<file path="src/rtl/timer_a_counter_if.sv">
// Timer_A counter bus: register-file controls in, count and event pulses out.
// Signal names follow the Timer_A register/field names used by the register file.
interface timer_a_counter_if #(
    parameter int WIDTH = 16
);
    logic [1:0]       MC;
    logic [1:0]       ID;
    logic [2:0]       IDEX;
    logic             TACLR;
    logic [WIDTH-1:0] TACCR0;
    logic             wTAR;
    logic [WIDTH-1:0] TARin;
    logic [WIDTH-1:0] TAR;
    logic             EQU0;
    logic             TAIFGset;
    logic             DIR;

    modport master (
        output MC, ID, IDEX, TACLR, TACCR0, wTAR, TARin,
        input  TAR, EQU0, TAIFGset, DIR
    );

    modport slave (
        input  MC, ID, IDEX, TACLR, TACCR0, wTAR, TARin,
        output TAR, EQU0, TAIFGset, DIR
    );
endinterface

</file>
<file path="src/rtl/timer_a_counter.sv">
// Timer_A main counter (TAR) with two-stage input divider and stop/up/continuous/up-down modes.
// Outputs registered, updated on the divided tick edge; no backpressure, strobes accepted every cycle.
module timer_a_counter #(
    parameter int WIDTH = 16
) (
    input  logic               TimerClock,
    input  logic               reset,
    timer_a_counter_if.slave   bus
);
    localparam logic [1:0] MC_STOP = 2'd0;
    localparam logic [1:0] MC_UP   = 2'd1;
    localparam logic [1:0] MC_CONT = 2'd2;
    localparam logic [1:0] MC_UPDN = 2'd3;

    logic [WIDTH-1:0] tar_q;
    logic             dir_q;
    logic             equ0_q;
    logic             taifg_q;
    logic [2:0]       div1_q;
    logic [2:0]       div2_q;

    logic [2:0]       div1_max;
    logic             wrap1;
    logic             wrap2;
    logic             tick;

    logic [WIDTH-1:0] tar_inc;
    logic [WIDTH-1:0] tar_dec;
    logic [WIDTH-1:0] nxt_tar;
    logic             nxt_dir;
    logic             nxt_ifg;

    always_comb begin
        div1_max = 3'd0;
        case (bus.ID)
            2'd0: div1_max = 3'd0;
            2'd1: div1_max = 3'd1;
            2'd2: div1_max = 3'd3;
            2'd3: div1_max = 3'd7;
            default: div1_max = 3'd0;
        endcase
    end

    assign wrap1 = (div1_q == div1_max);
    assign wrap2 = (div2_q == bus.IDEX);
    assign tick  = wrap1 & wrap2;

    assign tar_inc = tar_q + 1'b1;
    assign tar_dec = tar_q - 1'b1;

    always_comb begin
        nxt_tar = tar_q;
        nxt_dir = dir_q;
        nxt_ifg = 1'b0;
        case (bus.MC)
            MC_UP: begin
                nxt_dir = 1'b1;
                nxt_tar = (tar_q >= bus.TACCR0) ? '0 : tar_inc;
                // A zero period holds TAR at 0 and is not a rollover
                nxt_ifg = (tar_q == bus.TACCR0) && (bus.TACCR0 != '0);
            end
            MC_CONT: begin
                nxt_dir = 1'b1;
                nxt_tar = tar_inc;
                nxt_ifg = &tar_q;
            end
            MC_UPDN: begin
                if (bus.TACCR0 == '0) begin
                    nxt_tar = '0;
                    nxt_dir = 1'b1;
                end else if (dir_q && (tar_q < bus.TACCR0)) begin
                    nxt_tar = tar_inc;
                    nxt_dir = (tar_inc != bus.TACCR0);
                end else begin
                    // Down step, also taken when TACCR0 was lowered below TAR
                    nxt_tar = tar_dec;
                    nxt_dir = (tar_dec == '0);
                    nxt_ifg = (tar_dec == '0);
                end
            end
            default: begin
                nxt_tar = tar_q;
                nxt_dir = dir_q;
                nxt_ifg = 1'b0;
            end
        endcase
    end

    always_ff @(posedge TimerClock or posedge reset) begin
        if (reset) begin
            tar_q   <= '0;
            dir_q   <= 1'b1;
            equ0_q  <= 1'b0;
            taifg_q <= 1'b0;
            div1_q  <= 3'd0;
            div2_q  <= 3'd0;
        end else begin
            equ0_q  <= 1'b0;
            taifg_q <= 1'b0;
            if (bus.TACLR) begin
                tar_q  <= '0;
                dir_q  <= 1'b1;
                div1_q <= 3'd0;
                div2_q <= 3'd0;
            end else if (bus.wTAR) begin
                tar_q <= bus.TARin;
            end else if (bus.MC != MC_STOP) begin
                div1_q <= wrap1 ? 3'd0 : div1_q + 3'd1;
                if (wrap1) begin
                    div2_q <= wrap2 ? 3'd0 : div2_q + 3'd1;
                end
                if (tick) begin
                    tar_q   <= nxt_tar;
                    dir_q   <= nxt_dir;
                    equ0_q  <= (nxt_tar == bus.TACCR0);
                    taifg_q <= nxt_ifg;
                end
            end
        end
    end

    assign bus.TAR      = tar_q;
    assign bus.DIR      = dir_q;
    assign bus.EQU0     = equ0_q;
    assign bus.TAIFGset = taifg_q;
endmodule

</file>
<file path="src/flat_wrapper.sv">
// flat-port wrapper written by rule: the top's interface ports become plain ports
module timer_a_counter_flat 
#(
    parameter int WIDTH = 16
)
  (TimerClock, reset, bus_MC, bus_ID, bus_IDEX, bus_TACLR, bus_TACCR0, bus_wTAR, bus_TARin, bus_TAR, bus_EQU0, bus_TAIFGset, bus_DIR);
  timer_a_counter_if #(.WIDTH(WIDTH)) bus_i ();
  input  logic TimerClock;
  input  logic reset;
  input wire logic [$bits(bus_i.MC)-1:0] bus_MC;
  input wire logic [$bits(bus_i.ID)-1:0] bus_ID;
  input wire logic [$bits(bus_i.IDEX)-1:0] bus_IDEX;
  input wire logic [$bits(bus_i.TACLR)-1:0] bus_TACLR;
  input wire logic [$bits(bus_i.TACCR0)-1:0] bus_TACCR0;
  input wire logic [$bits(bus_i.wTAR)-1:0] bus_wTAR;
  input wire logic [$bits(bus_i.TARin)-1:0] bus_TARin;
  output wire logic [$bits(bus_i.TAR)-1:0] bus_TAR;
  output wire logic [$bits(bus_i.EQU0)-1:0] bus_EQU0;
  output wire logic [$bits(bus_i.TAIFGset)-1:0] bus_TAIFGset;
  output wire logic [$bits(bus_i.DIR)-1:0] bus_DIR;
  assign bus_i.MC = bus_MC;
  assign bus_i.ID = bus_ID;
  assign bus_i.IDEX = bus_IDEX;
  assign bus_i.TACLR = bus_TACLR;
  assign bus_i.TACCR0 = bus_TACCR0;
  assign bus_i.wTAR = bus_wTAR;
  assign bus_i.TARin = bus_TARin;
  assign bus_TAR = bus_i.TAR;
  assign bus_EQU0 = bus_i.EQU0;
  assign bus_TAIFGset = bus_i.TAIFGset;
  assign bus_DIR = bus_i.DIR;
  timer_a_counter #(.WIDTH(WIDTH)) u_core (.TimerClock(TimerClock), .reset(reset), .bus(bus_i));
endmodule
</file>
<file path="config.mk">
export PLATFORM = sky130hd
export DESIGN_NAME = timer_a_counter_flat
export DESIGN_NICKNAME = d
export VERILOG_FILES = /design/src/rtl/timer_a_counter_if.sv /design/src/rtl/timer_a_counter.sv /design/src/flat_wrapper.sv
export SDC_FILE = /design/constraint.sdc
export NUM_CORES = 1
export LEC_CHECK = 0
export CORE_MARGIN = 1.5
export CORE_UTILIZATION = 55
export CTS_CLUSTER_SIZE = 30
export DETAILED_ROUTE_END_ITERATION = 7
export GPL_TIMING_DRIVEN = 0
export PLACE_DENSITY = 0.83
export SETUP_SLACK_MARGIN = 0.5
export SLEW_MARGIN = 20
export SYNTH_ARGS = -nofsm -noshare
export SYNTH_HDL_FRONTEND = slang
export SYNTH_SLANG_ARGS = --single-unit
</file>
<file path="constraint.sdc">
create_clock -name TimerClock -period 6.3 [get_ports TimerClock]
set_input_delay 1.26 -clock TimerClock [delete_from_list [all_inputs] [get_ports TimerClock]]
set_output_delay 1.26 -clock TimerClock [all_outputs]
set_load 0.01 [all_outputs]
</file>
Yosys cells after proc, flatten, opt, wreduce, memory -nomap -nowiden
Cells that the tools add are included.
{ "word_totals": {"mem_bits_rw": 0, "output_inout_bits": 19, "latchBits": 0, "memories": 0, "wordCells": 80, "rom_bits": 0, "register_bits": 25, "input_bits": 43} }
{ "op_classes": {"mux": 36, "bitwise": 1, "magnitude_cmp": 2, "addsub": 4, "n_div": 0, "multipliers": 0, "eq_ne": 12, "shift": 0, "n_reduce_logical": 19} }
{ "ops": {"columns": ["cell", "n"], "rows": [
  ["16-bit 2-to-1 mux", 7],
  ["16-bit case mux with 3 select lines", 1],
  ["16-bit == test", 2],
  ["16-bit zero test", 2],
  ["3-bit 2-to-1 mux", 9],
  ["16-bit by 1-bit adder with 16-bit output, second input constant", 1],
  ["16-bit greater-or-equal comparator", 1],
  ["16-bit < comparator", 1],
  ["1-bit 2-to-1 mux", 16],
  ["16-bit inequality test", 1],
  ["16-bit AND reduction", 1],
  ["16-bit nonzero test", 1],
  ["16-bit by 1-bit subtractor with 16-bit output, second input constant", 1],
  ["3-bit case mux with 4 select lines", 1],
  ["3-bit nonzero test", 3],
  ["2-bit == test, second input constant", 4],
  ["2-bit nonzero test", 4],
  ["3-bit by 1-bit adder with 3-bit output, second input constant", 2],
  ["3-bit == test", 2],
  ["2-bit by 1-bit == test with 1-bit output, second input constant", 2],
  ["2-bit AND reduction", 2],
  ["4-bit AND reduction", 1],
  ["1-bit case mux with 3 select lines", 1],
  ["3-bit AND reduction", 1],
  ["other kinds (6)", 7]
]} }

Depth between registers and ports, before layout
Gate-level depths: netlist of the first run.
{ "depth": {"ltp_word": 10, "depth_mapped": 14, "ltp_nobuf": 12} }

Worst setup path after synthesis of the first run
No wires, ideal clock.
{ "synth_path": {"kind": "in2reg", "start": "input port bus_TACCR0[9]", "end": "register u_core.equ0_q, in the netlist u_core.bus.EQU0", "path_buffers": 1, "cell_stages": 13, "t_arrival_ns": 4.225, "slack_ns": 2.007, "setup_ns": 0.068, "required_time_ns": 6.232, "path_cell_list": "clkbuf_1 -> inv_1 -> ha_1 -> nand4_1 -> or4_1 -> a22oi_1 -> o41ai_2 -> a2111oi_0 -> o2111ai_1 -> nor3_1 -> o2111ai_1 -> a2111oi_0 -> and4bb_1"} }
{ "synth_via": {"elab_chain_cells": 10, "word_cells_on_any_way": 13, "cone_classes": "order compare: 2; eq/ne: 1; mux: 8; reduce/logical: 2"} }
{ "synth_rtl": {"columns": ["item", "line", "text"], "rows": [
  ["start, declared", "flat_wrapper.sv:14", "input wire logic [$bits(bus_i.TACCR0)-1:0] bus_TACCR0;"],
  ["16-bit < comparator", "timer_a_counter.sv:71", "end else if (dir_q && (tar_q < bus.TACCR0)) begin"],
  ["1-bit logical AND", "timer_a_counter.sv:71", null],
  ["16-bit 2-to-1 mux", "timer_a_counter.sv:71", null],
  ["16-bit 2-to-1 mux", "timer_a_counter.sv:68", "if (bus.TACCR0 == '0) begin"],
  ["16-bit case mux with 3 select lines", "timer_a_counter.sv:55", "case (bus.MC)"],
  ["16-bit == test *", "timer_a_counter.sv:115", "equ0_q <= (nxt_tar == bus.TACCR0);"],
  ["1-bit 2-to-1 mux *", "timer_a_counter.sv:112", "if (tick) begin"],
  ["1-bit 2-to-1 mux *", "timer_a_counter.sv:107", "end else if (bus.MC != MC_STOP) begin"],
  ["1-bit 2-to-1 mux *", "timer_a_counter.sv:105", "end else if (bus.wTAR) begin"],
  ["1-bit 2-to-1 mux *", "timer_a_counter.sv:100", "if (bus.TACLR) begin"],
  ["end signal, assigned", "timer_a_counter.sv:115", null],
  ["end, declared", "timer_a_counter.sv:17", "logic equ0_q;"]
]} }
Every way passes the cells marked *; elsewhere a longest branch is shown, timed or not.
A chain may end at the register's enable or synchronous reset.

Worst setup path in the final report of the first run
{ "layout_path": {"start": "input port bus_TACCR0[12]", "end": "register u_core.equ0_q, in the netlist u_core.bus.EQU0"} }
Same word-level chain as after synthesis.

==> run_summary.xml, run 1 <==
<?xml version="1.0" encoding="UTF-8"?>
<metrics>
  <group name="worst_setup_path">
    <metric name="critical_path.max_stage_delay" unit="ps">680</metric>
    <metric name="cp_data_required_time" unit="ps">6540</metric>
    <metric name="critical_path_peak_fanout" unit="">7</metric>
    <metric name="crit_slowest_cell" unit="">sky130_fd_sc_hd__or4_1</metric>
    <metric name="path_class" unit="">in2reg</metric>
    <metric name="critical_path.cell_chain" unit="">clkdlybuf4s50_1 -&gt; inv_1 -&gt; ha_1 -&gt; nand4_1 -&gt; or4_1 -&gt; a22oi_1 -&gt; o41ai_2 -&gt; a2111oi_0 -&gt; o2111ai_1 -&gt; nor3_1 -&gt; o2111ai_1 -&gt; a2111oi_0 -&gt; and4bb_1</metric>
    <metric name="timing.critical_path.from_type" unit="">input pin</metric>
    <metric name="end_kind" unit="">flip-flop</metric>
    <metric name="arrival" unit="ps">5850</metric>
  </group>
  <group name="synthesis">
    <metric name="syn-cell-area" unit="um^2">3645</metric>
    <metric name="synth_enable_flop_cells" unit="">0</metric>
    <metric name="postSynth.asyncResetShare" unit="%">100.0</metric>
    <metric name="synth_warnings" unit="">0</metric>
    <metric name="synth.yosys.seq_area_share" unit="%">17.20</metric>
    <metric name="synth_area_leaders" unit="">sky130_fd_sc_hd__dfrtp_1 16%, sky130_fd_sc_hd__xnor2_1 9.1%, sky130_fd_sc_hd__ha_1 8.6%, sky130_fd_sc_hd__nor2_1 6.2%, sky130_fd_sc_hd__a21oi_1 5.2%</metric>
    <metric name="synthesis.area_per_instance" unit="um^2">7.119</metric>
    <metric name="syn-instance-count" unit="">512</metric>
    <metric name="synthesis.nets" unit="">580</metric>
    <metric name="ys_dominant_reg_cell" unit="">sky130_fd_sc_hd__dfrtp_1</metric>
    <metric name="post-synth-top-area-cell" unit="">sky130_fd_sc_hd__dfrtp_1</metric>
    <metric name="netlist.area_leader.share" unit="%">16.48</metric>
    <metric name="synth_cell_types" unit="">59</metric>
    <metric name="yosys_register_bits" unit="">25</metric>
    <metric name="synth.top_cells.by_count" unit="">60 x sky130_fd_sc_hd__nor2_1, 38 x sky130_fd_sc_hd__a21oi_1, 38 x sky130_fd_sc_hd__xnor2_1, 36 x sky130_fd_sc_hd__nand2_1, 32 x sky130_fd_sc_hd__inv_1</metric>
    <metric name="post-synth-top-count-cell" unit="">sky130_fd_sc_hd__nor2_1</metric>
  </group>
  <group name="cells_and_area">
    <metric name="drive_gt1_share" unit="%">4.181</metric>
    <metric name="fin_util" unit="%">68.63</metric>
    <metric name="num-fill-cells" unit="">577</metric>
    <metric name="n_antenna_cell" unit="">0</metric>
    <metric name="synthToLayoutAreaGrowth" unit="%">20.25</metric>
    <metric name="final_net_count" unit="">643</metric>
  </group>
  <group name="clocking">
    <metric name="cts_hold_buf" unit="">0</metric>
    <metric name="cts.repair_timing.setup_buffer_count" unit="">0</metric>
    <metric name="clock_sink_total" unit="">25</metric>
    <metric name="tritoncts" unit="">done</metric>
    <metric name="cts_buffers" unit="">3</metric>
    <metric name="clk_transition_reported_paths" unit="ps">120</metric>
    <metric name="cts-root-buf" unit="">sky130_fd_sc_hd__clkbuf_8</metric>
    <metric name="clkLatencyLatePin" unit="ps">290</metric>
    <metric name="cts_resized" unit="">0</metric>
    <metric name="cts_max_level" unit="">1</metric>
    <metric name="clk_path_buf_depth" unit="">2</metric>
  </group>
  <group name="power">
    <metric name="static-leakage-power" unit="uW">0.001726</metric>
    <metric name="clkPwrFrac" unit="%">18.8</metric>
    <metric name="power.total" unit="uW">606.1</metric>
    <metric name="power.switching" unit="uW">267.9</metric>
    <metric name="flop_pwr_share" unit="%">30.7</metric>
    <metric name="intPower" unit="uW">338.2</metric>
    <metric name="vdd_drop_max" unit="mV">0.1049</metric>
    <metric name="cellPowerDensity" unit="nW/um^2">138.3</metric>
    <metric name="share_comb_of_total_power" unit="%">50.5</metric>
    <metric name="switching_part_of_the_total_power" unit="%">44.20</metric>
  </group>
  <group name="outcome">
    <metric name="status" unit="">finished clean</metric>
  </group>
  <group name="global_route">
    <metric name="grt_pass1_vias" unit="">4269</metric>
    <metric name="grt_start_max_net_pins" unit="">26</metric>
    <metric name="grt_pass1_wl" unit="mm">22.58</metric>
    <metric name="grt-ovfl-total" unit="">0</metric>
    <metric name="grt.total_usage" unit="%">40.76</metric>
    <metric name="grt_antenna_before_repair" unit="">0</metric>
  </group>
  <group name="floorplan">
    <metric name="die-width" unit="um">84.41</metric>
    <metric name="fp.dieArea" unit="um^2">7124</metric>
    <metric name="floorplan.io_pins" unit="">62</metric>
    <metric name="num_rows" unit="">29</metric>
    <metric name="start_util" unit="%">57.07</metric>
    <metric name="core_area" unit="um^2">6386</metric>
    <metric name="chipHeight" unit="um">84.41</metric>
  </group>
  <group name="placed_design">
    <metric name="gp_congestion" unit="">1.113</metric>
    <metric name="port_buffers" unit="">58</metric>
    <metric name="dp_hpwl" unit="mm">11.04</metric>
  </group>
  <group name="detailed_routing">
    <metric name="wl_per_cell" unit="um">22.64</metric>
    <metric name="route.detailed.vias_per_inst" unit="">7.094</metric>
    <metric name="tritonroute_pass_1_iters" unit="">8</metric>
    <metric name="final_antenna_net_count" unit="">0</metric>
    <metric name="via_count" unit="">4618</metric>
    <metric name="finalWirelength" unit="mm">14.74</metric>
    <metric name="drt_first_iter_violations" unit="">607</metric>
    <metric name="drt_drc_violations_left" unit="">0</metric>
  </group>
  <group name="hold_path">
    <metric name="min_path_type" unit="">reg2reg</metric>
  </group>
  <group name="timing">
    <metric name="slew_headroom" unit="%">40.16</metric>
    <metric name="fin_worst_hold_slack" unit="ps">520.4</metric>
    <metric name="clock.fmax" unit="MHz">178.2</metric>
    <metric name="post-route-min-period" unit="ps">5611</metric>
    <metric name="unrepaired_setup_endpoints_after_global_routing" unit="">false</metric>
    <metric name="fin_tns_setup" unit="ps">0</metric>
    <metric name="max_slew.worst_pin.slew" unit="ps">888.2</metric>
    <metric name="final_min_period_over_clock_period" unit="%">89.07</metric>
    <metric name="setup_viol" unit="">0</metric>
    <metric name="finClkSkew" unit="ps">13.47</metric>
    <metric name="final_hold_viol_count" unit="">0</metric>
    <metric name="report.final.slew_viol_count" unit="">0</metric>
  </group>
  <group name="run">
    <metric name="max-cap-violations" unit="">0</metric>
  </group>
</metrics>
## stage by stage
| stage | cells | setup slack, ps | cell area [um^2] |
|---|---|---|---|
| 2_1_floorplan | 512 | 2007 | 3645 |
| 3_3_place_gp | 647 | 582.3 | 4322 |
| 3_5_place_dp | 647 | 551.3 | 4322 |
| 4_1_cts | 651 | 844.7 | 4370 |
| 5_1_grt | 651 | 593.5 | 4383 |
| 6_report | 651 | 688.9 | 4383 |
## cells in the final DEF (no fill, tap or decap), drive strengths merged, types with 5 or more instances in the layout
master	netlist	layout
dfrtp	24	24
xor2	11	11
o211ai	8	8
xnor2	38	38
o21ai	22	22
and3	6	6
o22ai	5	5
or3	8	8
buf	12	12
a21oi	38	38
ha	25	25
nand2	36	36
or4	10	10
a211oi	11	11
clkdlybuf4s50	0	58
inv	32	32
clkbuf	23	26
nor4	22	22
nor2	60	60
nor3	19	19
nand3	20	20
nand4	11	11
## flip-flops by register name, indices dropped and copies added, names as in the netlist
| register | count |
|---|---|
| u_core.bus.TAIFGset | 1 |
| u_core.div1_q | 3 |
| u_core.bus.DIR | 1 |
| u_core.bus.EQU0 | 1 |
| u_core.div2_q | 3 |
| u_core.bus.TAR | 16 |
## power by group through the flow
stage | Combinational (uW) | Clock (uW) | Sequential (uW)
6_report | 306 | 114 | 186
5_1_grt | 325 | 117 | 187
4_1_cts | 294 | 113 | 185
3_5_place_dp | 293 | 0 | 188
3_3_place_gp | 287 | 0 | 188
2_1_floorplan | 184 | 0 | 187
## layout make-up
| class | count | area [um^2] | share of cell area [%] |
|---|---|---|---|
| multi-input combinational | 420 | 2763 | 63.03 |
| sequential | 25 | 626.9 | 14.30 |
| buffer | 35 | 147.6 | 3.369 |
| tap | 77 | 96.34 | 2.198 |
| clock buffer | 3 | 41.29 | 0.9421 |
| inverter | 32 | 120.1 | 2.741 |
| timing repair buffer | 58 | 580.6 | 13.25 |
| clock inverter | 1 | 7.507 | 0.1713 |
## final timing paths
path	slack [ps]	from	cells after the start	end
hold / removal	520	u_core.div2_q[2]$_DFFE_PP0P_	1	u_core.div2_q[2]$_DFFE_PP0P_
setup reg to reg	1770	u_core.bus.TAR[15]$_DFFE_PP0P_	11	u_core.bus.EQU0$_DFF_PP0_
hold reg to reg	520	u_core.div2_q[2]$_DFFE_PP0P_	1	u_core.div2_q[2]$_DFFE_PP0P_
min in group asynchronous	1320	reset	2	u_core.div1_q[0]$_DFFE_PP0P_
max in group asynchronous	4580	reset	2	u_core.bus.TAR[4]$_DFFE_PP0P_
setup / recovery	690	bus_TACCR0[12]	13	u_core.bus.EQU0$_DFF_PP0_
## per-layer routing
metal | track usage (%) | vias up | part of all wire [%]
met5 | 0 | - | 0
met1 | 52.61 | 2109 | 38
li1 | - | 2021 | -
met3 | 9.636 | 83 | 13
met2 | 63.64 | 405 | 43
met4 | 20.97 | 0 | 5.8
## critical path: cells and delay by family
kind | cells | cell delay [ps]
and+or+nand+nor | 4 | 1530
buffers and inverters | 2 | 680
adders and majority gates | 1 | 300
AOI/OAI and AO/OA | 6 | 2070
## cells by family (layout without fill, tap and decap cells)
group,Yosys count,in the layout,synth area share (%)
buffers and inverters,67,129,7.346
AO/OA/AOI/OAI,132,132,24.58
multiplexers,7,7,2.025
XOR/XNOR,49,49,11.77
adder cells (fa/ha/maj),25,25,8.582
flip-flops,25,25,17.20
AND/OR/NAND/NOR,207,207,28.49
No activity file was read; power rests on OpenSTA's default activity.
==> run 2, diff against run 1 <==
Settings changed: REMOVE_ABC_BUFFERS set to 1.
==> run_summary.xml, run 2 (synthesis gave the netlist of run 1 again) <==
<?xml version="1.0" encoding="UTF-8"?>
<metrics>
  <group name="power">
    <metric name="static-leakage-power" unit="uW">0.001687</metric>
    <metric name="flop_pwr_share" unit="%">34.5</metric>
    <metric name="cellPowerDensity" unit="nW/um^2">135.5</metric>
    <metric name="clkPwrFrac" unit="%">18.4</metric>
    <metric name="intPower" unit="uW">334.5</metric>
    <metric name="vdd_drop_max" unit="mV">0.1425</metric>
    <metric name="share_comb_of_total_power" unit="%">47.1</metric>
    <metric name="switching_part_of_the_total_power" unit="%">42.42</metric>
    <metric name="power.switching" unit="uW">246.4</metric>
  </group>
  <group name="floorplan">
    <metric name="die-width" unit="um">84.41</metric>
    <metric name="start_util" unit="%">57.07</metric>
    <metric name="fp.dieArea" unit="um^2">7124</metric>
    <metric name="floorplan.io_pins" unit="">62</metric>
    <metric name="core_area" unit="um^2">6386</metric>
    <metric name="chipHeight" unit="um">84.41</metric>
    <metric name="num_rows" unit="">29</metric>
  </group>
  <group name="timing">
    <metric name="setup_viol" unit="">0</metric>
    <metric name="post-route-min-period" unit="ps">5589</metric>
    <metric name="finClkSkew" unit="ps">6.810</metric>
    <metric name="final_min_period_over_clock_period" unit="%">88.71</metric>
    <metric name="final_hold_viol_count" unit="">0</metric>
    <metric name="clock.fmax" unit="MHz">178.9</metric>
    <metric name="unrepaired_setup_endpoints_after_global_routing" unit="">false</metric>
    <metric name="slew_headroom" unit="%">27.53</metric>
    <metric name="fin_tns_setup" unit="ps">0</metric>
    <metric name="max_slew.worst_pin.slew" unit="ps">1075</metric>
    <metric name="report.final.slew_viol_count" unit="">0</metric>
  </group>
  <group name="global_route">
    <metric name="grt-ovfl-total" unit="">0</metric>
    <metric name="grt_pass1_vias" unit="">3778</metric>
    <metric name="grt_antenna_before_repair" unit="">0</metric>
    <metric name="grt.total_usage" unit="%">36.30</metric>
    <metric name="grt_start_max_net_pins" unit="">35</metric>
    <metric name="grt_pass1_wl" unit="mm">20.46</metric>
  </group>
  <group name="worst_setup_path">
    <metric name="critical_path.cell_chain" unit="">clkdlybuf4s50_1 -&gt; inv_1 -&gt; ha_1 -&gt; nand4_1 -&gt; or4_1 -&gt; a22oi_1 -&gt; o41ai_2 -&gt; a221oi_1 -&gt; a21o_1 -&gt; a2bb2oi_1 -&gt; o2111ai_1 -&gt; a2111oi_0 -&gt; and4bb_1</metric>
    <metric name="path_class" unit="">in2reg</metric>
    <metric name="cp_data_required_time" unit="ps">6520</metric>
    <metric name="cp_top_family" unit="">compound AO/OA/AOI/OAI gates</metric>
    <metric name="timing.critical_path.from_type" unit="">input pin</metric>
    <metric name="arrival" unit="ps">5810</metric>
    <metric name="critical_path_peak_fanout" unit="">7</metric>
    <metric name="timing.critical_path.buf_inv" unit="">2</metric>
    <metric name="crit_slowest_cell" unit="">sky130_fd_sc_hd__clkdlybuf4s50_1</metric>
    <metric name="end_kind" unit="">flip-flop</metric>
    <metric name="critical_path.max_stage_delay" unit="ps">650</metric>
  </group>
  <group name="cells_and_area">
    <metric name="synthToLayoutAreaGrowth" unit="%">17.58</metric>
    <metric name="most-common-layout-cells" unit="">60 x sky130_fd_sc_hd__nor2_1, 60 x sky130_fd_sc_hd__clkdlybuf4s50_1, 38 x sky130_fd_sc_hd__xnor2_1, 38 x sky130_fd_sc_hd__a21oi_1, 36 x sky130_fd_sc_hd__nand2_1</metric>
    <metric name="drive_gt1_share" unit="%">3.846</metric>
    <metric name="n_antenna_cell" unit="">0</metric>
    <metric name="flip_flop_count_of_the_largest_register_all_copies_and_words_added" unit="">16</metric>
    <metric name="fin_util" unit="%">67.10</metric>
    <metric name="num-fill-cells" unit="">550</metric>
    <metric name="regArea" unit="um^2">626.9</metric>
    <metric name="multi_input_comb_area" unit="um^2">2758</metric>
    <metric name="post-route-cell-area" unit="um^2">4285</metric>
    <metric name="final_net_count" unit="">615</metric>
  </group>
  <group name="clocking">
    <metric name="cts_buffers" unit="">3</metric>
    <metric name="clkLatencyLatePin" unit="ps">290</metric>
    <metric name="clock_sink_total" unit="">25</metric>
    <metric name="tritoncts" unit="">done</metric>
    <metric name="clk_path_buf_depth" unit="">2</metric>
    <metric name="clk_transition_reported_paths" unit="ps">100</metric>
    <metric name="cts-root-buf" unit="">sky130_fd_sc_hd__clkbuf_8</metric>
    <metric name="cts_max_level" unit="">1</metric>
  </group>
  <group name="detailed_routing">
    <metric name="final_antenna_net_count" unit="">0</metric>
    <metric name="finalWirelength" unit="mm">12.99</metric>
    <metric name="drt_drc_violations_left" unit="">0</metric>
    <metric name="drt_first_iter_violations" unit="">512</metric>
    <metric name="route.detailed.vias_per_inst" unit="">6.780</metric>
    <metric name="wl_per_cell" unit="um">20.85</metric>
    <metric name="tritonroute_pass_1_iters" unit="">5</metric>
    <metric name="via_count" unit="">4224</metric>
  </group>
  <group name="outcome">
    <metric name="status" unit="">finished clean</metric>
  </group>
  <group name="placed_design">
    <metric name="port_buffers" unit="">61</metric>
    <metric name="gp_congestion" unit="">1.011</metric>
    <metric name="dpl_cell_area" unit="um^2">4210</metric>
    <metric name="dp_hpwl" unit="mm">9.846</metric>
  </group>
  <group name="hold_path">
    <metric name="min_path_type" unit="">reg2reg</metric>
  </group>
  <group name="run">
    <metric name="max-cap-violations" unit="">0</metric>
  </group>
</metrics>
[run 2: cell types whose count changed in the layout (fill, tap and decap cells not counted), sizes merged]
cell and change:
clkbuf -23, buf -7, clkdlybuf4s50 +2
[run 2: what timing repair did]
| action | CTS | global route |
|---|---|---|
| buffers inserted | 0 | 4 |
| setup endpoints to repair | 0 | 1 |
| endpoints found under the hold margin | 0 | 0 |
| hold buffers | 0 | 0 |
| gates resized for setup | 0 | 1 |
[run 2: path summary, 6_finish.rpt]
| path | from | to | slack (ps) | cells past startpoint |
|---|---|---|---|---|
| setup / recovery | bus_TACCR0[9] | u_core.bus.EQU0$_DFF_PP0_ | 710 | 13 |
| setup reg to reg | u_core.bus.TAR[14]$_DFFE_PP0P_ | u_core.bus.EQU0$_DFF_PP0_ | 1710 | 11 |
| max in group asynchronous | reset | u_core.bus.DIR$_DFFE_PP1P_ | 4580 | 2 |
| hold / removal | u_core.div2_q[2]$_DFFE_PP0P_ | u_core.div2_q[2]$_DFFE_PP0P_ | 510 | 1 |
| hold reg to reg | u_core.div2_q[2]$_DFFE_PP0P_ | u_core.div2_q[2]$_DFFE_PP0P_ | 510 | 1 |
| min in group asynchronous | reset | u_core.bus.TAR[11]$_DFFE_PP0P_ | 1340 | 2 |
[run 2: area by class of cell]
class | instances | share of cell area, %
clock buffers | 3 | 0.9635
multi-input cells | 420 | 64.35
flip-flops and latches | 25 | 14.63
well taps | 77 | 2.248
clock inverters | 1 | 0.1752
inverters | 32 | 2.803
repair buffers | 65 | 14.83
[run 2: worst reg2reg max path, delay by kind of cell (launching register included)]
kind / cells / cell delay [ps]
flops: 1 / 690
fa+ha+maj: 1 / 340
simple gates: 4 / 1150
compound gates: 5 / 2180
xor+xnor: 1 / 160
[run 2: power by group through the flow]
| stage | clock [uW] | combinational (uW) | sequential [uW] |
|---|---|---|---|
| finish | 107 | 274 | 200 |
| global route | 114 | 297 | 202 |
| CTS | 109 | 262 | 198 |
| detailed placement | 0 | 261 | 202 |
| global placement | 0 | 255 | 201 |
| floorplan | 0 | 161 | 195 |
[run 2: layer usage]
| layer | vias to the layer above | share of wire [%] | routed length [um] | GRT usage, % |
|---|---|---|---|---|
| li1 | 1968 | - | - | - |
| met4 | 0 | 3.6 | 467 | 12.46 |
| met5 | - | 0 | 0 | 0 |
| met1 | 1948 | 42 | 5432 | 52.04 |
| met2 | 272 | 43 | 5541 | 54.40 |
| met3 | 36 | 12 | 1546 | 7.473 |
[run 2: stage by stage]
step                      power, uW  std cells  hold slack (ps)  worst slack (ps)
after CTS                     569.8        619            511.2             842.1
after floorplan               356.4        477            469.7              2089
after detailed placement      462.7        615            497.4             592.4
after global routing          612.9        623            544.2             517.9
final                         580.9        623            512.4             711.2
after global placement        456.2        615            493.6             591.1
==> RTL change 1 (flow settings as in run 2) <==
`WIDTH` is set to 16 in 3 places; all go to 14.
--- a/src/rtl/timer_a_counter_if.sv
+++ b/src/rtl/timer_a_counter_if.sv
@@ -1,7 +1,7 @@
 // Timer_A counter bus: register-file controls in, count and event pulses out.
 // Signal names follow the Timer_A register/field names used by the register file.
 interface timer_a_counter_if #(
-    parameter int WIDTH = 16
+    parameter int WIDTH = 14
 );
     logic [1:0]       MC;
     logic [1:0]       ID;
--- a/src/rtl/timer_a_counter.sv
+++ b/src/rtl/timer_a_counter.sv
@@ -1,7 +1,7 @@
 // Timer_A main counter (TAR) with two-stage input divider and stop/up/continuous/up-down modes.
 // Outputs registered, updated on the divided tick edge; no backpressure, strobes accepted every cycle.
 module timer_a_counter #(
-    parameter int WIDTH = 16
+    parameter int WIDTH = 14
 ) (
     input  logic               TimerClock,
     input  logic               reset,
--- a/src/flat_wrapper.sv
+++ b/src/flat_wrapper.sv
@@ -1,7 +1,7 @@
 // flat-port wrapper written by rule: the top's interface ports become plain ports
 module timer_a_counter_flat 
 #(
-    parameter int WIDTH = 16
+    parameter int WIDTH = 14
 )
   (TimerClock, reset, bus_MC, bus_ID, bus_IDEX, bus_TACLR, bus_TACCR0, bus_wTAR, bus_TARin, bus_TAR, bus_EQU0, bus_TAIFGset, bus_DIR);
   timer_a_counter_if #(.WIDTH(WIDTH)) bus_i ();
Ports: changed (resized bus_TACCR0, bus_TAR and bus_TARin); port bits go from 62 to 56. The function was not compared with the original's and may differ.
==> RTL change 1 against run 2 <==
  * Via count is 19% lower
  * Clock power is 4% lower
  * Synthesized cell count is 18% lower
  * Worst hold slack hardly changed
  * Cell area is 13% lower
  * Routed wire length is 22% lower
  * Sequential cell count is 2 lower
  * Combinational power is 14% lower
  * Largest power group unchanged
  * Worst setup slack better by 0.92 ns
  * Area after synthesis is 14% lower
  * Count of clock-buffer cells in the layout stayed put
  * Total power is 11% lower
  * Sequential share of layout area is 0.77 points higher
  * Highest routed layer unchanged
==> RTL change 1: results <==
[logic_synthesis]
syn_inst = 419
ys_types = 69
synthTopCellsByArea = "dfrtp_1, xnor2_1, ha_1"
async_flop_share_pct = 100.0
synthTopCellsByCount = "nor2_1, xnor2_1, a21oi_1"
ys_seq_area_share_pct = 18.43
synthFlopType = "dfrtp_1"

[global_route]
grt_use_met3_pct = 6.163
use_met1_pct = 43.62
first_global_vias = 3130
grtUsageMet2_pct = 54.09
grt_first_pass_wirelength_um = 15700
track_usage_pct = 33.46
antenna_found_initial = 0
grt_max_degree = 33

[placement]
dp_slack_ns = 1.415
port_buffers = 55
dpl.hpwl_um = 7566

[run_status]
status = "completed"

[critical_path]
critPathMaxStageDelay_ns = 0.56
cp_data_arrival_time_ns = 4.86
r2r_start = "u_core.bus.TAR[5]$_DFFE_PP0P_"
cpMaxStageDelayCell = "clkdlybuf4s50_1"
critPathMaxFanout = 8
r2r_slack_ns = 2.53

[layout]
seq_cells = 23
buffer_area_share_pct = 14.97
n_all_inverters = 31
sh_seq_area_pct = 15.40
drive_gt1_share_pct = 6.140
nets = 519
layoutNonFillerInstCount = 528
num-fill-cells = 473
multi_input_area_um2 = 2355
clockNetworkAreaShare_pct = 1.236
largest_reg_flops = 14
multi_input_cells = 341
buffers = 57

[drt]
drtIter0Drc = 232
num_vias = 3422
wire_per_inst_um = 19.28
wl_met3_um = 726
dr_wl_met2_um = 4696
wl_met1_um = 4493

[timing]
period_share_pct = 74.17
skew_ns = 0.01220
hold_slack_ns = 0.5129
slew_headroom_pct = 28.57

[cts]
postCtsSetupBuffers = 0

[pwr]
switchingPower_w = 0.0002113
ir_drop_mv = 0.08363
p_leak_nw = 1.472
[RTL change 1: cell types whose count changed after synthesis, moves of 6 or more]
| cell | change |
|---|---|
| a211oi_1 | -7 |
| nand2_1 | -7 |
| o21ai_0 | -6 |
| o211ai_1 | -6 |
| nor4_1 | -15 |
| nor2_1 | -15 |
| nand3_1 | -6 |
[RTL change 1: critical path: cells and delay by family]
family	cells	cell delay (ns)
buffers and inverters	2	0.68
AOI/OAI and AO/OA	5	1.18
and+or+nand+nor	5	1.40
adders and majority gates	1	0.33
[RTL change 1: metrics by stage]
| stage | utilization (%) | power, W | cell area (um^2) |
|---|---|---|---|
| after floorplan | - | 0.0003207 | 3037 |
| after global placement | 66.78 | 0.0004049 | 3677 |
| after detailed placement | 67.26 | 0.0004123 | 3704 |
| after CTS | 68.10 | 0.0005149 | 3750 |
| after global routing | 68.01 | 0.0005448 | 3745 |
| final | 68.01 | 0.0005181 | 3745 |
[RTL change 1: power by group through the flow]
stage               Sequential, W  Clock, W  Combinational (W)
finish                   0.000178  0.000103           0.000237
global route             0.000179  0.000107           0.000258
CTS                      0.000177  0.000104           0.000234
detailed placement       0.000180         0           0.000232
global placement         0.000179         0           0.000226
floorplan                0.000177         0           0.000144
[RTL change 1: logic make-up (layout without fill, tap and decap cells)]
group / Yosys count / in the layout / share of synthesized area, %
AO/OA/AOI/OAI: 113 / 113 / 25.75
XOR/XNOR: 45 / 45 / 12.60
adder cells (fa/ha/maj): 23 / 23 / 9.196
buffers and inverters: 55 / 92 / 6.677
flip-flops: 23 / 23 / 18.43
multiplexers: 7 / 7 / 2.479
AND/OR/NAND/NOR: 153 / 153 / 24.87
==> RTL change 2 (flow settings as in run 2) <==
Without the edit above. Reset style: synchronous (`reset`), changed in one clocked block.
--- a/src/rtl/timer_a_counter.sv
+++ b/src/rtl/timer_a_counter.sv
@@ -86,7 +86,7 @@
         endcase
     end
 
-    always_ff @(posedge TimerClock or posedge reset) begin
+    always_ff @(posedge TimerClock) begin
         if (reset) begin
             tar_q   <= '0;
             dir_q   <= 1'b1;
Function: differs if reset is asserted again (counterexample within 4 cycles, from zero or initial values and one cycle with reset high); with reset held inactive, the same outputs for 4 cycles.
==> RTL change 2 against run 2 <==
  * The flow now finishes with violations (design-rule violations)
  * Area after synthesis rose by 1.0%
  * Critical path depth fell by 1
  * Core utilization fell by 0.36 points
  * Maximum frequency rose by 2.9%
  * Cell area barely moved
  * Sequential cell count did not move
  * Non-clock buffer count fell by 3
  * Total power fell by 14%
  * Worst setup slack improved by 0.16 ns
  * Routed wire length rose by 6.2%
  * Critical endpoint is now u_core.bus.EQU0$_SDFF_PP0_
==> RTL change 2: results <==
[timing]
finalSetupViolations = 0
skew_ns = 0.003532
slew_headroom_pct = 23.96

[cts]
postCtsSetupBuffers = 0
ctsRootBufferMaster = "clkbuf_8"
cts_buffer_depth = 2
cts.repair.resized = 0
cts.reportedPaths.clkPinSlew_ns = 0.10
clock_latency_ns = 0.28
htreeDepth = 1
cts_inserted_buffers = 3
cts_hold_buf = 0

[drt]
drtIter0Drc = 699
routed_wl_um = 13800
dr.pass1.iters = 8
drc_errors = 6
routed_via_density = 7.146

[pwr]
p_int_w = 0.0002993
p_leak_nw = 1.528
ir_drop_mv = 0.1157
p_comb_w = 0.000215
seqPwrFrac_pct = 36.1

[logic_synthesis]
synthTopCellsByArea = "dfxtp_1, ha_1, xnor2_1"
yosysWarnings = 0
async_flop_share_pct = 0
ys_types = 80
synthFlopType = "dfxtp_1"
ys_seq_area_share_pct = 13.59
synthTopCellsByCount = "nor2_1, a21oi_1, clkbuf_1"
synth_top_area_share_pct = 13.59

[run_status]
violations = "design-rule violations"
status = "finished, violations left"

[critical_path]
rr_endpoint = "u_core.bus.EQU0$_SDFF_PP0_"
ff2ff_path_depth = 11
r2r_slack_ns = 1.58
r2r_start = "u_core.bus.TAR[1]$_SDFFE_PP0P_"
cp_data_arrival_time_ns = 5.63
critPathMaxFanout = 9

[placement]
dp_slack_ns = 0.7777
port_buffers = 61
place_congestion = 0.9986
dpl.hpwl_um = 10400

[layout]
largest_reg_flops = 16
num-fill-cells = 579
diodes = 0
nets = 606
drive_gt1_share_pct = 4.991

[min_path]
hold_depth = 2
hold_class = "reg -> reg"
hold_path_end = "u_core.div1_q[1]$_SDFFE_PP0P_"
hp-start = "u_core.div1_q[1]$_SDFFE_PP0P_"

[global_route]
grt_max_degree = 29
first_global_vias = 4097
track_usage_pct = 38.23
antenna_found_initial = 0
grt_first_pass_wirelength_um = 21850
==> RTL change 2: cell count changes after synthesis, sizes merged, moves of 6 or more <==
cell    before  now
clkbuf      23   32
nor2        60   54
dfrtp       24    0
nand2       36   29
nand4       11   18
nor4        22   15
xor2        11   18
xnor2       38   27
dfxtp        0   25
inv         32   24
==> RTL change 2: kinds of logic (layout without fill, tap and decap cells) <==
kind of cell,count (synthesis),in the layout,share of synthesized area (%)
flip-flops,25,25,13.59
AO/OA/AOI/OAI,143,143,28.88
multiplexers,10,10,2.820
AND/OR/NAND/NOR,207,207,29.46
buffers and inverters,68,90,7.408
XOR/XNOR,45,45,10.70
adder cells (fa/ha/maj),21,21,7.136
==> RTL change 2: layout make-up <==
cell class,instances,area (um^2),share of cell area [%]
inverter,24,90.09,2.102
timing repair buffer,62,625.6,14.59
tap,77,96.34,2.248
clock inverter,1,5.005,0.1168
sequential,25,500.5,11.68
multi-input combinational,426,2928,68.30
clock buffer,3,41.29,0.9632
==> RTL change 2: per-stage QoR <==
| stage | utilization [%] | instances | cell area, um^2 | total power, W | hold slack [ns] |
|---|---|---|---|---|---|
| after global routing | 66.74 | 618 | 4287 | 0.0005222 | 0.5868 |
| after global placement | 65.50 | 613 | 4207 | 0.0003845 | 0.5164 |
| after floorplan | - | 475 | 3500 | 0.0003011 | 0.4965 |
| final | 66.74 | 618 | 4287 | 0.0004978 | 0.5664 |
| after CTS | 66.74 | 618 | 4287 | 0.0004930 | 0.5680 |
| after detailed placement | 66.02 | 614 | 4240 | 0.0003902 | 0.5497 |
==> RTL change 2: worst max path at each step <==
stage	from	to	slack, ns	depth (start not counted)
6_report	bus_TACCR0[6]	u_core.bus.EQU0$_SDFF_PP0_	0.87	12
5_1_grt	bus_TACCR0[10]	u_core.bus.EQU0$_SDFF_PP0_	0.75	12
4_1_cts	bus_TACCR0[10]	u_core.bus.EQU0$_SDFF_PP0_	1.05	12
3_5_place_dp	bus_TACCR0[10]	u_core.bus.EQU0$_SDFF_PP0_	0.78	12
3_3_place_gp	bus_TACCR0[10]	u_core.bus.EQU0$_SDFF_PP0_	0.36	12
2_1_floorplan	bus_TACCR0[11]	u_core.bus.EQU0$_SDFF_PP0_	1.90	11
==> RTL change 2: critical path, stage by stage <==
cell and delay, ns:
clkdlybuf4s50_1 0.69, inv_1 0.11, ha_1 0.34, nand4_1 0.19
nor4_1 0.66, o2bb2ai_1 0.27, a41o_1 0.51, nand2_1 0.14
o2111ai_1 0.16, a2111oi_0 0.79, nand4_1 0.22, nor4_2 0.25
==> RTL change 2: routing by layer <==
layer	vias to the layer above	track usage (%)	routed length (um)
li1	2005	-	-
met5	-	0	0
met3	62	6.809	1595
met1	2005	50.68	5477
met2	344	61.82	6198
met4	0	14.90	525
